===== src/rtl/nlfsr_pkg.sv =====
`default_nettype none
// ============================================================================
// Module   : nlfsr_pkg
// Purpose  : Shared types and constants for the 16-bit NLFSR core.
// Revision : 1.0 - initial release
// ============================================================================
package nlfsr_pkg;

    localparam int NLFSR_WIDTH = 16;
    localparam logic [NLFSR_WIDTH-1:0] NLFSR_ZERO_SEED_SUB = 16'h0001;

    typedef enum logic [1:0] {
        ST_IDLE = 2'd0,
        ST_WARM = 2'd1,
        ST_RUN  = 2'd2
    } nlfsr_state_e;

    // An all-zero seed would park the register at a fixed point of the feedback.
    function automatic logic [NLFSR_WIDTH-1:0] seed_fixup(input logic [NLFSR_WIDTH-1:0] s);
        return (s == '0) ? NLFSR_ZERO_SEED_SUB : s;
    endfunction

endpackage : nlfsr_pkg
`default_nettype wire


===== src/rtl/nlfsr_core.sv =====
`default_nettype none
// ============================================================================
// Module   : nlfsr_core
// Purpose  : 16-bit NLFSR state machine: seed load, warm-up discard, then one
//            keystream bit per handshake. Optional lock-up detection is
//            enabled by defining NLFSR_LOCKUP_DET_EN.
// Revision : 1.0 - initial release
// ============================================================================
module nlfsr_core
    import nlfsr_pkg::*;
#(
    parameter int WARMUP = 32
) (
    input  logic                   clk,
    input  logic                   res,
    input  logic                   seed_valid,
    input  logic [NLFSR_WIDTH-1:0] seed,
    output logic                   seed_ready,
    input  logic                   fb,
    output logic [NLFSR_WIDTH-1:0] register,
    output logic                   out_valid,
    output logic                   out_bit,
    input  logic                   out_ready,
    output logic                   busy,
    output logic                   lock_up
);

    localparam int c_CNT_W = (WARMUP > 0) ? $clog2(WARMUP + 1) : 1;
    localparam logic [c_CNT_W-1:0] c_WARM_LAST = WARMUP[c_CNT_W-1:0];

    nlfsr_state_e           r_state;
    logic                   r_phase;
    logic [c_CNT_W-1:0]     r_cnt;
    logic [NLFSR_WIDTH-1:0] r_reg;
    logic                   r_out_valid;
    logic                   r_out_bit;
    logic                   r_lock_up;

    logic                   w_seed_ready;
    logic                   w_accept;
    logic                   w_shift_ok;
    logic                   w_shift;
    logic                   w_lock;
    logic [NLFSR_WIDTH-1:0] w_next_reg;
    logic [c_CNT_W-1:0]     w_cnt_inc;

    assign w_seed_ready = !res && ((r_state == ST_IDLE) || (r_state == ST_RUN));
    assign w_accept     = seed_valid && w_seed_ready;
    assign w_shift_ok   = (r_state == ST_WARM) ||
                          ((r_state == ST_RUN) && (!r_out_valid || out_ready));
    // A simultaneous seed accept takes priority and suppresses the shift.
    assign w_shift      = r_phase && w_shift_ok && !w_accept;
    assign w_next_reg   = {r_reg[NLFSR_WIDTH-2:0], fb};
    assign w_cnt_inc    = r_cnt + 1'b1;

`ifdef NLFSR_LOCKUP_DET_EN
    assign w_lock = (r_state == ST_RUN) && (w_next_reg == '0);
`else
    assign w_lock = 1'b0;
`endif

    always_ff @(posedge clk) begin
        if (res) begin
            r_state     <= ST_IDLE;
            r_phase     <= 1'b0;
            r_cnt       <= '0;
            r_reg       <= '0;
            r_out_valid <= 1'b0;
            r_out_bit   <= 1'b0;
            r_lock_up   <= 1'b0;
        end else begin
            if (r_out_valid && out_ready) begin
                r_out_valid <= 1'b0;
            end
            if (w_accept) begin
                r_reg       <= seed_fixup(seed);
                r_phase     <= 1'b0;
                r_cnt       <= '0;
                r_out_valid <= 1'b0;
                r_lock_up   <= 1'b0;
                r_state     <= (WARMUP == 0) ? ST_RUN : ST_WARM;
            end else begin
                // Phase parks at 1 while stalled so the registered taps stay valid.
                if ((r_state != ST_IDLE) && !(r_phase && !w_shift_ok)) begin
                    r_phase <= ~r_phase;
                end
                if (w_shift) begin
                    r_reg <= w_next_reg;
                    if (r_state == ST_WARM) begin
                        r_cnt <= w_cnt_inc;
                        if (w_cnt_inc == c_WARM_LAST) begin
                            r_state <= ST_RUN;
                        end
                    end else begin
                        r_out_bit   <= r_reg[NLFSR_WIDTH-1];
                        r_out_valid <= 1'b1;
                        if (w_lock) begin
                            r_lock_up <= 1'b1;
                            r_state   <= ST_IDLE;
                        end
                    end
                end
            end
        end
    end

    assign seed_ready = w_seed_ready;
    assign register   = r_reg;
    assign out_valid  = r_out_valid;
    assign out_bit    = r_out_bit;
    assign busy       = (r_state != ST_IDLE);
    assign lock_up    = r_lock_up;

endmodule : nlfsr_core
`default_nettype wire


===== config.mk =====
export PLATFORM = sky130hd
export DESIGN_NAME = nlfsr_core
export DESIGN_NICKNAME = d
export VERILOG_FILES = /design/src/rtl/nlfsr_pkg.sv /design/src/rtl/nlfsr_core.sv
export SDC_FILE = /design/constraint.sdc
export NUM_CORES = 1
export LEC_CHECK = 0
export CAP_MARGIN = 0
export CELL_PAD_IN_SITES_DETAIL_PLACEMENT = 1
export CELL_PAD_IN_SITES_GLOBAL_PLACEMENT = 2
export CORE_UTILIZATION = 25
export DETAILED_ROUTE_END_ITERATION = 10
export GPL_TIMING_DRIVEN = 0
export PLACE_DENSITY = 0.86
export SETUP_SLACK_MARGIN = 0.5
export SYNTH_ARGS = -nofsm -noshare
export SYNTH_HDL_FRONTEND = slang
export SYNTH_SLANG_ARGS = --single-unit

===== constraint.sdc =====
create_clock -name clk -period 1.9 [get_ports clk]
set_input_delay 0.285 -clock clk [delete_from_list [all_inputs] [get_ports clk]]
set_output_delay 0.285 -clock clk [all_outputs]
set_load 0.02 [all_outputs]

* Word-level counts from Yosys, hierarchy flattened *
Index checks and enable logic that the tools add are counted.

storage, ports and cells
  logic and storage cells = 51
  flip-flop bits (word level) = 27
  input port bits = 21
  output and inout bits = 21

cells by class
  bitwise operators = 3
  add/sub/neg operators = 1
  reduce and logical (&&, ||, !) cells = 27
  mux-type cells = 10
  eq/ne operators = 3

operator list
  kind                                                 number
  two-way mux 16 bit                                   3
  zero test 16 bit                                     1
  AND reduction 3 bit                                  3
  logical AND 1 bit                                    8
  nonzero test 2 bit                                   4
  two-way mux 1 bit                                    7
  adder 6 x 1 -> 6 bit, second input constant          1
  equality test 6 bit, second input constant           1
  zero test 1 bit                                      5
  logical OR 1 bit                                     3
  inverter 1 bit                                       3
  equality test 2 x 1 -> 1 bit, second input constant  1
  equality test 2 bit, second input constant           1
  zero test 2 bit                                      1
  AND reduction 2 bit                                  1
  OR reduction 2 bit                                   1

* Longest topological paths before layout *
Gate-level depths: netlist of run 1.

  word-level depth = 8
  gate-level depth with buffers = 6
  depth with buffers taken out = 4

* Worst setup path before layout of run 1 *
No wires, ideal clock.

  path kind = reg-to-reg
  start point = reg r_state[0]
  end point = reg r_reg[13] (netlist: register[13])
  data arrival time = 1390 ps
  required time = 1809 ps
  cell stages (with the launch flop) = 6
  path slack = 419 ps
  setup time = 91 ps
  clock period less this slack = 1481 ps
  path buffers = 2
  path through = dfxtp_1 -> buf_6 -> nor2_1 -> nand2_1 -> clkbuf_1 -> a311oi_1

between the ends
  cells in the longest elaborated chain, start to end = 7
  elaborated cells on any way between the ends = 13
  classes of those cells = 2 x eq/ne; 1 x mux; 10 x reduce/logical

ends and longest elaborated chain
  item                                                    RTL line          text
  start, declared                                         nlfsr_core.sv:31  nlfsr_state_e r_state;
  start signal, assigned                                  nlfsr_core.sv:81  r_state <= (WARMUP == 0) ? ST_RUN : ST_WARM;
  equality test 2 bit or zero test 2 bit (tied branches)  nlfsr_core.sv:47  assign w_seed_ready = !res && ((r_state == ST_IDLE) || (r_state == ST_RUN));
  logical OR 1 bit *                                      nlfsr_core.sv:47
  logical AND 1 bit *                                     nlfsr_core.sv:47
  net seed_ready                                          nlfsr_core.sv:18  output logic seed_ready,
  logical AND 1 bit *                                     nlfsr_core.sv:48  assign w_accept = seed_valid && w_seed_ready;
  zero test 1 bit                                         nlfsr_core.sv:52  assign w_shift = r_phase && w_shift_ok && !w_accept;
  logical AND 1 bit                                       nlfsr_core.sv:52
  nonzero test 2 bit (no line)                            -
  end signal, assigned                                    nlfsr_core.sv:76  r_reg <= seed_fixup(seed);
  end signal, assigned                                    nlfsr_core.sv:88  r_reg <= w_next_reg;
  end, declared                                           nlfsr_core.sv:34  logic [NLFSR_WIDTH-1:0] r_reg;

The timed path passes the listed nets; every way through them passes the cells marked *.
A chain may end at the register's enable or synchronous reset.

* Final worst setup path of run 1 *
  start point = reg r_state[0]
  end point = out busy

between the ends
  cells in the longest elaborated chain, start to end = 1

ends and longest elaborated chain
  item                RTL line           text
  nonzero test 2 bit  nlfsr_core.sv:111  assign busy = (r_state != ST_IDLE);
  end, declared       nlfsr_core.sv:24   output logic busy,

No other way between the ends.

==> impl_metrics.json, run 1 <==
{
  "synth-seq-cells": 27,
  "async_reset_ff_share_pct": 0,
  "viasPerCell": 4.90,
  "power_frac_comb_pct": 24.9,
  "worst_ep_arrival_time_ns": 1.18,
  "clockPowerShare_pct": 27.2,
  "fin_crit_ns": 1.47,
  "ys_types": 35,
  "hold_class": "reg -> reg",
  "ioPinCount": 42,
  "routed_wl_um": 4460,
  "grt_pass1_vias": 1360,
  "grt_max_degree": 17,
  "reg2regPathDepth": 6,
  "antenna_left": 0,
  "worstSetupEndpointType": "output pin",
  "antenna_cells": 0,
  "cellLeakagePower_nw": 0.777,
  "yosys.area_share.simple_pct": 25.4,
  "cts.sinks": 27,
  "dieArea_um2": 5670,
  "startpoint": "r_state[0]",
  "routedWlPerCell_um": 15.9,
  "p_seq_share_pct": 47.9,
  "power.density_nw_per_um2": 609,
  "start_util_pct": 26.1,
  "crit_fanout": 5,
  "yosysWarningCount": 0,
  "p_int_mw": 0.890,
  "rsz0062_at_grt": "true",
  "peakVddDrop_mv": 0.295,
  "synth_top_area_share_pct": 40.3,
  "synth-edff-count": 0,
  "core_um2": 5140,
  "synthToLayoutAreaGrowth_pct": 59.2,
  "syn_nets": 181,
  "yosysSeqAreaShare_pct": 40.3,
  "cts_tree": "done",
  "drive_gt1_share_pct": 33.3,
  "finalMaxSlewViolations": 0,
  "period_share_pct": 77.1,
  "grt_pass1_wl_um": 6750,
  "r2r-end": "register[10]",
  "cts_buffers": 3,
  "route.detailed.drc": 0,
  "grt_antenna_before_repair": 0,
  "synth_top_family_by_area": "simple AND/OR/NAND/NOR gates",
  "dp_cells": 269,
  "place_congestion": 0.747,
  "required_ns": 1.62,
  "row_count": 26,
  "min_path_cells": 2,
  "ys.flop_type": "dfxtp_1",
  "num_vias": 1373,
  "switchingPower_mw": 0.410,
  "drt_iter0_drc": 46,
  "die_w_um": 75.3,
  "synthTopCellsByCount": "27 x dfxtp_1, 27 x nor2_1, 17 x nand3_1",
  "clock_path_buffers": 2,
  "synthXorXnorAreaFrac_pct": 3.26,
  "sw_frac_of_total_pct": 31.5,
  "yosys-top-cells-area": "dfxtp_1 40%, a311oi_1 10%, nor2_1 7.5%, nand3_1 6.3%, o21ai_0 5.6%",
  "skew_ns": 0.00705,
  "hpwl_um": 2870,
  "port_buffers": 40,
  "status": "finished, final reports clean",
  "finalSetupViolCount": 0,
  "clk_latency_ns": 0.28,
  "path_clk_slew_ns": 0.11,
  "final_hold_viol_count": 0,
  "worst-r2r-setup-slack_ns": 0.48,
  "h-tree-depth": 1,
  "maxCapViolations": 0,
  "fmax_ghz": 0.682,
  "syn_inst": 159,
  "startpoint_type": "flop",
  "final_cell_count_no_fill": 280,
  "rr_startpoint": "r_state[0]",
  "critPathKind": "reg -> out",
  "synth_compound_area_share_pct": 21.8,
  "hold_slack_ns": 0.485,
  "hold_end": "r_cnt[1]",
  "grt_use_total_pct": 15.7,
  "syn-cell-area_um2": 1340,
  "overflow": 0,
  "die_h_um": 75.3,
  "synthMuxAreaShare_pct": 0.746,
  "hp-start": "r_cnt[1]",
  "drt_first_pass_iters": 4,
  "avgSynthCellArea_um2": 8.44,
  "nNetsFinal": 233,
  "synthAdderAreaFrac_pct": 0.932,
  "root_buffer": "clkbuf_8",
  "synth.largest_area_cell": "dfxtp_1"
}
[worst max path at each step]
| stage | end | slack (ns) | depth (start not counted) |
|---|---|---|---|
| global route | busy | 0.41 | 3 |
| floorplan | register[15] | 0.50 | 5 |
| CTS | busy | 0.32 | 3 |
| detailed placement | out_bit | -0.16 | 6 |
| global placement | out_bit | -0.18 | 6 |
| finish | busy | 0.43 | 3 |
[stage by stage]
step / area (µm²) / setup TNS (ns) / power (mW) / worst slack (ns) / util (%)
detailed placement: 1830 / -0.483 / 0.905 / -0.163 / 35.7
floorplan: 1350 / 0 / 0.767 / 0.501 / -
global placement: 1830 / -0.315 / 0.905 / -0.177 / 35.7
global route: 2140 / 0 / 1.35 / 0.407 / 41.6
finish: 2140 / 0 / 1.30 / 0.434 / 41.6
CTS: 1960 / 0 / 1.26 / 0.318 / 38.1
[cells by family after synthesis]
family	after synthesis
other cells	1
simple gates	68
compound gates	40
fa+ha+maj	1
mux	1
flops	27
buf+inv	16
xor+xnor	5
[worst max-delay path, stage by stage (launching register included)]
cell	delay [ns]
dfxtp_2	0.33
buf_6	0.12
or2_2	0.31
buf_6	0.14
[power by group through the flow]
stage	Clock (mW)	Combinational [mW]	Sequential, mW
5_1_grt	0.380	0.346	0.626
2_1_floorplan	0	0.113	0.653
3_3_place_gp	0	0.275	0.630
4_1_cts	0.361	0.284	0.617
6_report	0.354	0.324	0.623
3_5_place_dp	0	0.276	0.629
[cell usage in the layout (no fill, tap or decap), types with 2 or more instances in the layout]
cell	n
a311oi_2	8
a311oi_1	8
nor4_2	2
o21ai_1	7
o21ai_0	4
o21ai_2	5
a21oi_1	3
inv_1	2
buf_4	5
nor4_1	2
xnor2_1	3
nor3_1	3
clkdlybuf4s50_1	19
clkbuf_8	3
nand2_1	4
nand2_2	2
dfxtp_1	25
nand3_1	3
nor2_1	26
buf_2	2
clkbuf_2	3
dlygate4sd2_1	19
xor2_1	2
nand3_2	14
buf_6	10
nand2b_4	2
dfxtp_2	2
[metal layers]
layer,vias to the layer above,part of all wire (%),global-route usage (%)
met4,0,1.3,4.32
met3,7,3.7,2.81
met2,34,48,25.5
met5,-,0,0
li1,682,-,-
met1,650,47,21.3
[registers in the layout (all words and copies together), names as in the netlist]
register and flops:
out_valid 1, out_bit 1, register 16, r_cnt 6
r_state 2, r_phase 1
[final cells by class]
cell class	count	area, µm²
Timing Repair Buffer	47	440
Buffer	13	114
Tap cell	70	87.6
Inverter	3	11.3
Clock inverter	1	7.51
Fill cell	625	3000
Clock buffer	3	41.3
Multi-Input combinational cell	116	892
Sequential cell	27	543
[timing repair]
item | in CTS | in global routing
gates cloned | 2 | 0
setup endpoints to repair | 46 | 23
buffers inserted | 5 | 0
hold endpoints to repair | 0 | 0
pin swaps | 7 | 17
hold buffers | 0 | 0
resized for setup | 45 | 55
(Power assumes the default switching activity.)
==> run 2: changes to the inputs <==
- CORE_UTILIZATION: 25 -> 23
- PLACE_DENSITY: 0.86 -> 0.83
- clock period: 1.9 -> 1.19 ns (I/O delays scaled with it)
==> impl_metrics.json, run 2 (synthesis results as in run 1) <==
{
  "place_congestion": 0.764,
  "cellLeakagePower_nw": 0.957,
  "cts_tree": "done",
  "hpwl_um": 2950,
  "clk_latency_ns": 0.28,
  "p_int_mw": 1.58,
  "sw_frac_of_total_pct": 30.9,
  "dieArea_um2": 6150,
  "synthToLayoutAreaGrowth_pct": 93.1,
  "clock_path_buffers": 2,
  "hold_slack_ns": 0.515,
  "ioPinCount": 42,
  "grt_pass1_wl_um": 7940,
  "nNetsFinal": 259,
  "required_ns": 1.37,
  "finalMaxSlewViolations": 0,
  "core_um2": 5570,
  "grt_max_degree": 15,
  "routed_wl_um": 5290,
  "p_seq_share_pct": 43.5,
  "root_buffer": "clkbuf_8",
  "fin_crit_ns": 1.44,
  "cts_buffers": 3,
  "clockPowerShare_pct": 24.1,
  "drt_iter0_drc": 54,
  "status": "finished, violations left",
  "antenna_left": 0,
  "viasPerCell": 4.99,
  "final_cell_area_um2": 2590,
  "fillers": 646,
  "largest_register_ffs": 16,
  "pre_cts_slack_ns": -0.804,
  "worst_ep_arrival_time_ns": 1.62,
  "grt_use_total_pct": 16.2,
  "drive_gt1_share_pct": 60.2,
  "worst_slack_ns": -0.249,
  "maxCapViolations": 0,
  "worstSetupEndpointType": "flop",
  "fmax_ghz": 0.695,
  "final_hold_viol_count": 0,
  "finalSetupViolCount": 29,
  "path_clk_slew_ns": 0.10,
  "grt_antenna_before_repair": 0,
  "power_frac_comb_pct": 32.3,
  "startpoint_type": "flop",
  "power.total_mw": 2.28,
  "fin_setup_tns_ns": -4.67,
  "overflow": 0,
  "hold_class": "in -> reg",
  "grt_pass1_vias": 1557,
  "num_vias": 1536,
  "antenna_cells": 0,
  "die_w_um": 78.4,
  "routedWlPerCell_um": 17.2,
  "period_share_pct": 121,
  "switchingPower_mw": 0.705,
  "start_util_pct": 24.1,
  "rsz0062_at_grt": "true",
  "peakVddDrop_mv": 0.549,
  "crit_fanout": 10,
  "layout_commonest_cell": "buf_6",
  "power.density_nw_per_um2": 880,
  "layout_common_cells": "33 x buf_6, 23 x buf_4, 23 x nor2_1, 22 x dfxtp_2, 19 x clkdlybuf4s50_1",
  "skew_ns": 0.00549,
  "critPathKind": "reg -> reg",
  "die_h_um": 78.4,
  "cts-hold-fix-buffers": 0,
  "failed_checks": "setup timing",
  "port_buffers": 40,
  "row_count": 27,
  "cts.sinks": 27,
  "placed_area_um2": 1900,
  "h-tree-depth": 1,
  "route.detailed.drc": 0,
  "drt_first_pass_iters": 4
}
==> run 2: changes by cell type in the layout (fill, tap and decap cells not counted), moves of 3 or more <==
cell	previous run	this run
nor2_1	26	23
dlygate4sd2_1	19	1
o21ai_0	4	1
dfxtp_1	25	5
buf_4	5	23
dfxtp_2	2	22
nand3_2	14	11
clkbuf_8	3	8
buf_6	10	33
==> run 2: final cells by class <==
cell class	instances	area, µm²	area share (%)
clock buffers	4	45.0	1.74
well taps	72	90.1	3.47
flip-flops and latches	27	568	21.9
multi-input cells	117	1000	38.6
plain buffers	13	153	5.89
inverters	3	11.3	0.434
repair buffers	72	724	27.9
==> run 2: through the flow <==
stage          util (%)  instances
3_5_place_dp       34.1        271
6_report           46.5        308
5_1_grt            46.5        308
3_3_place_gp       34.1        271
2_1_floorplan         -        159
4_1_cts            42.6        301
==> run 2: path summary, 6_finish.rpt <==
| check | from | to | slack [ns] | cells past startpoint |
|---|---|---|---|---|
| setup / recovery | r_phase | register[5] | -0.25 | 4 |
| hold / removal | seed[6] | register[6] | 0.52 | 3 |
| setup reg to reg | r_phase | register[5] | -0.25 | 4 |
| hold reg to reg | out_bit | out_bit | 0.52 | 2 |
==> run 2: metal layers <==
layer  up-vias  wire length, µm  global-route usage, %  part of all wire (%)
met5         -                0                      0                     0
li1        736                -                      -                     -
met1       760             2370                   22.1                    45
met3         8              126                   1.98                   2.4
met2        32             2700                   27.4                    51
met4         0               93                   3.33                   1.8
==> run 2: power by group through the flow <==
| stage | logic, mW | clock network (mW) | registers (mW) |
|---|---|---|---|
| after CTS | 0.638 | 0.563 | 0.991 |
| after floorplan | 0.198 | 0 | 1.04 |
| final | 0.738 | 0.550 | 0.994 |
| after detailed placement | 0.460 | 0 | 1.00 |
| after global placement | 0.458 | 0 | 1.00 |
| after global routing | 0.781 | 0.598 | 0.999 |
==> run 2: timing repair <==
item	in CTS	in global routing
endpoints found under the hold margin	0	0
pin swaps	24	6
cloned	3	1
setup endpoints to repair	47	47
buffers inserted	23	6
resized for setup	191	32
==> run 2: critical path, stage by stage (launching register included) <==
cell      delay (ns)
dfxtp_1         0.36
inv_1           0.25
buf_4           0.30
o21ai_1         0.13
a311oi_1        0.30
==> run 3: changes to the inputs <==
- SETUP_SLACK_MARGIN: 0.5 -> not set
- TNS_END_PERCENT: not set -> 50
==> impl_metrics.json, run 3 (synthesis results as in run 1) <==
{
  "final_hold_viol_count": 0,
  "sw_frac_of_total_pct": 30.6,
  "worstPathCellList": "nand2b_4 > o21ai_4 > buf_6 > nand3_2 > a311oi_2",
  "grt_use_total_pct": 15.1,
  "peakVddDrop_mv": 0.483,
  "route.detailed.drc": 0,
  "startpoint_type": "flop",
  "rsz0062_at_grt": "true",
  "clk_latency_ns": 0.28,
  "layout_common_cells": "26 x nor2_1, 21 x dfxtp_1, 19 x clkdlybuf4s50_1, 11 x buf_4",
  "path_clk_slew_ns": 0.10,
  "worst_ep_arrival_time_ns": 1.59,
  "worst_slack_ns": -0.200,
  "pre_cts_slack_ns": -0.790,
  "fin_crit_ns": 1.39,
  "critPathMaxStageDelay_ns": 0.38,
  "maxCapViolations": 0,
  "layout_commonest_cell": "nor2_1",
  "power.density_nw_per_um2": 952,
  "num_vias": 1396,
  "antenna_cells": 0,
  "die_w_um": 78.4,
  "drt_iter0_drc": 34,
  "synthToLayoutAreaGrowth_pct": 62.3,
  "grt_pass1_vias": 1444,
  "worst-path-buf-inv": 1,
  "h-tree-depth": 1,
  "p_seq_share_pct": 47.9,
  "root_buffer": "clkbuf_8",
  "crit_fanout": 6,
  "cts_buffers": 3,
  "p_int_mw": 1.44,
  "cts-hold-fix-buffers": 0,
  "viasPerCell": 4.88,
  "overflow": 0,
  "antenna_left": 0,
  "fillers": 656,
  "port_buffers": 40,
  "place_congestion": 0.738,
  "drive_gt1_share_pct": 36.0,
  "crit_path_top_delay_cell": "dfxtp_4",
  "switchingPower_mw": 0.634,
  "routedWlPerCell_um": 15.8,
  "clockPowerShare_pct": 26.5,
  "ioPinCount": 42,
  "cts_tree": "done",
  "routed_wl_um": 4520,
  "cts.sinks": 27,
  "power.total_mw": 2.07,
  "failed_checks": "setup timing",
  "critPathTopFamily": "compound AO/OA/AOI/OAI gates",
  "dieArea_um2": 6150,
  "nNetsFinal": 237,
  "worstSetupEndpointType": "flop",
  "required_ns": 1.39,
  "hold_class": "reg -> reg",
  "row_count": 27,
  "fmax_ghz": 0.719,
  "grt_pass1_wl_um": 7180,
  "largest_register_ffs": 16,
  "core_um2": 5570,
  "grt_max_degree": 16,
  "finalMaxSlewViolations": 0,
  "critPathKind": "reg -> reg",
  "finalSetupViolCount": 23,
  "grt_antenna_before_repair": 0,
  "power_frac_comb_pct": 25.6,
  "final_cell_count_no_fill": 286,
  "dp_cells": 271,
  "drt_first_pass_iters": 4,
  "clock_path_buffers": 2,
  "start_util_pct": 24.1,
  "die_h_um": 78.4,
  "status": "finished, violations left",
  "skew_ns": 0.00344,
  "cellLeakagePower_nw": 0.777,
  "period_share_pct": 117,
  "hpwl_um": 3020
}
-- run 3: path summary, 6_finish.rpt --
| check | startpoint | to | slack, ns | cells past startpoint |
|---|---|---|---|---|
| hold / removal | register[2] | register[3] | 0.50 | 2 |
| setup reg to reg | r_state[0] | register[6] | -0.20 | 5 |
| hold reg to reg | register[2] | register[3] | 0.50 | 2 |
| setup / recovery | r_state[0] | register[6] | -0.20 | 5 |
-- run 3: area by class of cell --
class	count	area (µm²)	area share (%)
multi-input cells	116	857	39.3
flip-flops and latches	27	553	25.4
repair buffers	52	490	22.5
plain buffers	12	130	5.97
well taps	72	90.1	4.14
clock buffers	3	41.3	1.90
inverters	3	11.3	0.517
clock inverters	1	5.00	0.230
-- run 3: metal layers --
metal,global-route usage [%],vias up,part of all wire [%]
li1,-,692,-
met1,19.1,668,47
met2,25.3,32,49
met3,2.21,4,2.8
met4,6.48,0,1.6
met5,0,-,0
-- run 3: what timing repair did --
action	in CTS	in global routing
pin swaps	8	16
setup endpoints to repair	47	42
buffers inserted	8	3
resized for setup	66	56
gates cloned	1	0
-- run 3: power groups by stage --
stage | sequential (mW) | clock (mW) | combinational (mW)
floorplan | 1.04 | 0 | 0.189
CTS | 0.986 | 0.577 | 0.496
global route | 1.00 | 0.598 | 0.569
detailed placement | 1.01 | 0 | 0.450
global placement | 1.00 | 0 | 0.451
finish | 0.992 | 0.550 | 0.532
-- run 3: worst min-delay path: stages (launching register included) --
cell and delay (ns):
dfxtp_1 0.33, nand3_1 0.06, a311oi_1 0.07
-- run 3: per-stage QoR --
step | utilization, % | hold slack, ns | instance area [µm²] | setup TNS, ns
global route | 39.1 | 0.532 | 2180 | -4.82
detailed placement | 33.3 | 0.486 | 1860 | -15.36
floorplan | - | 0.316 | 1370 | -1.53
global placement | 33.3 | 0.463 | 1860 | -15.18
CTS | 36.6 | 0.502 | 2040 | -3.68
finish | 39.1 | 0.502 | 2180 | -2.77
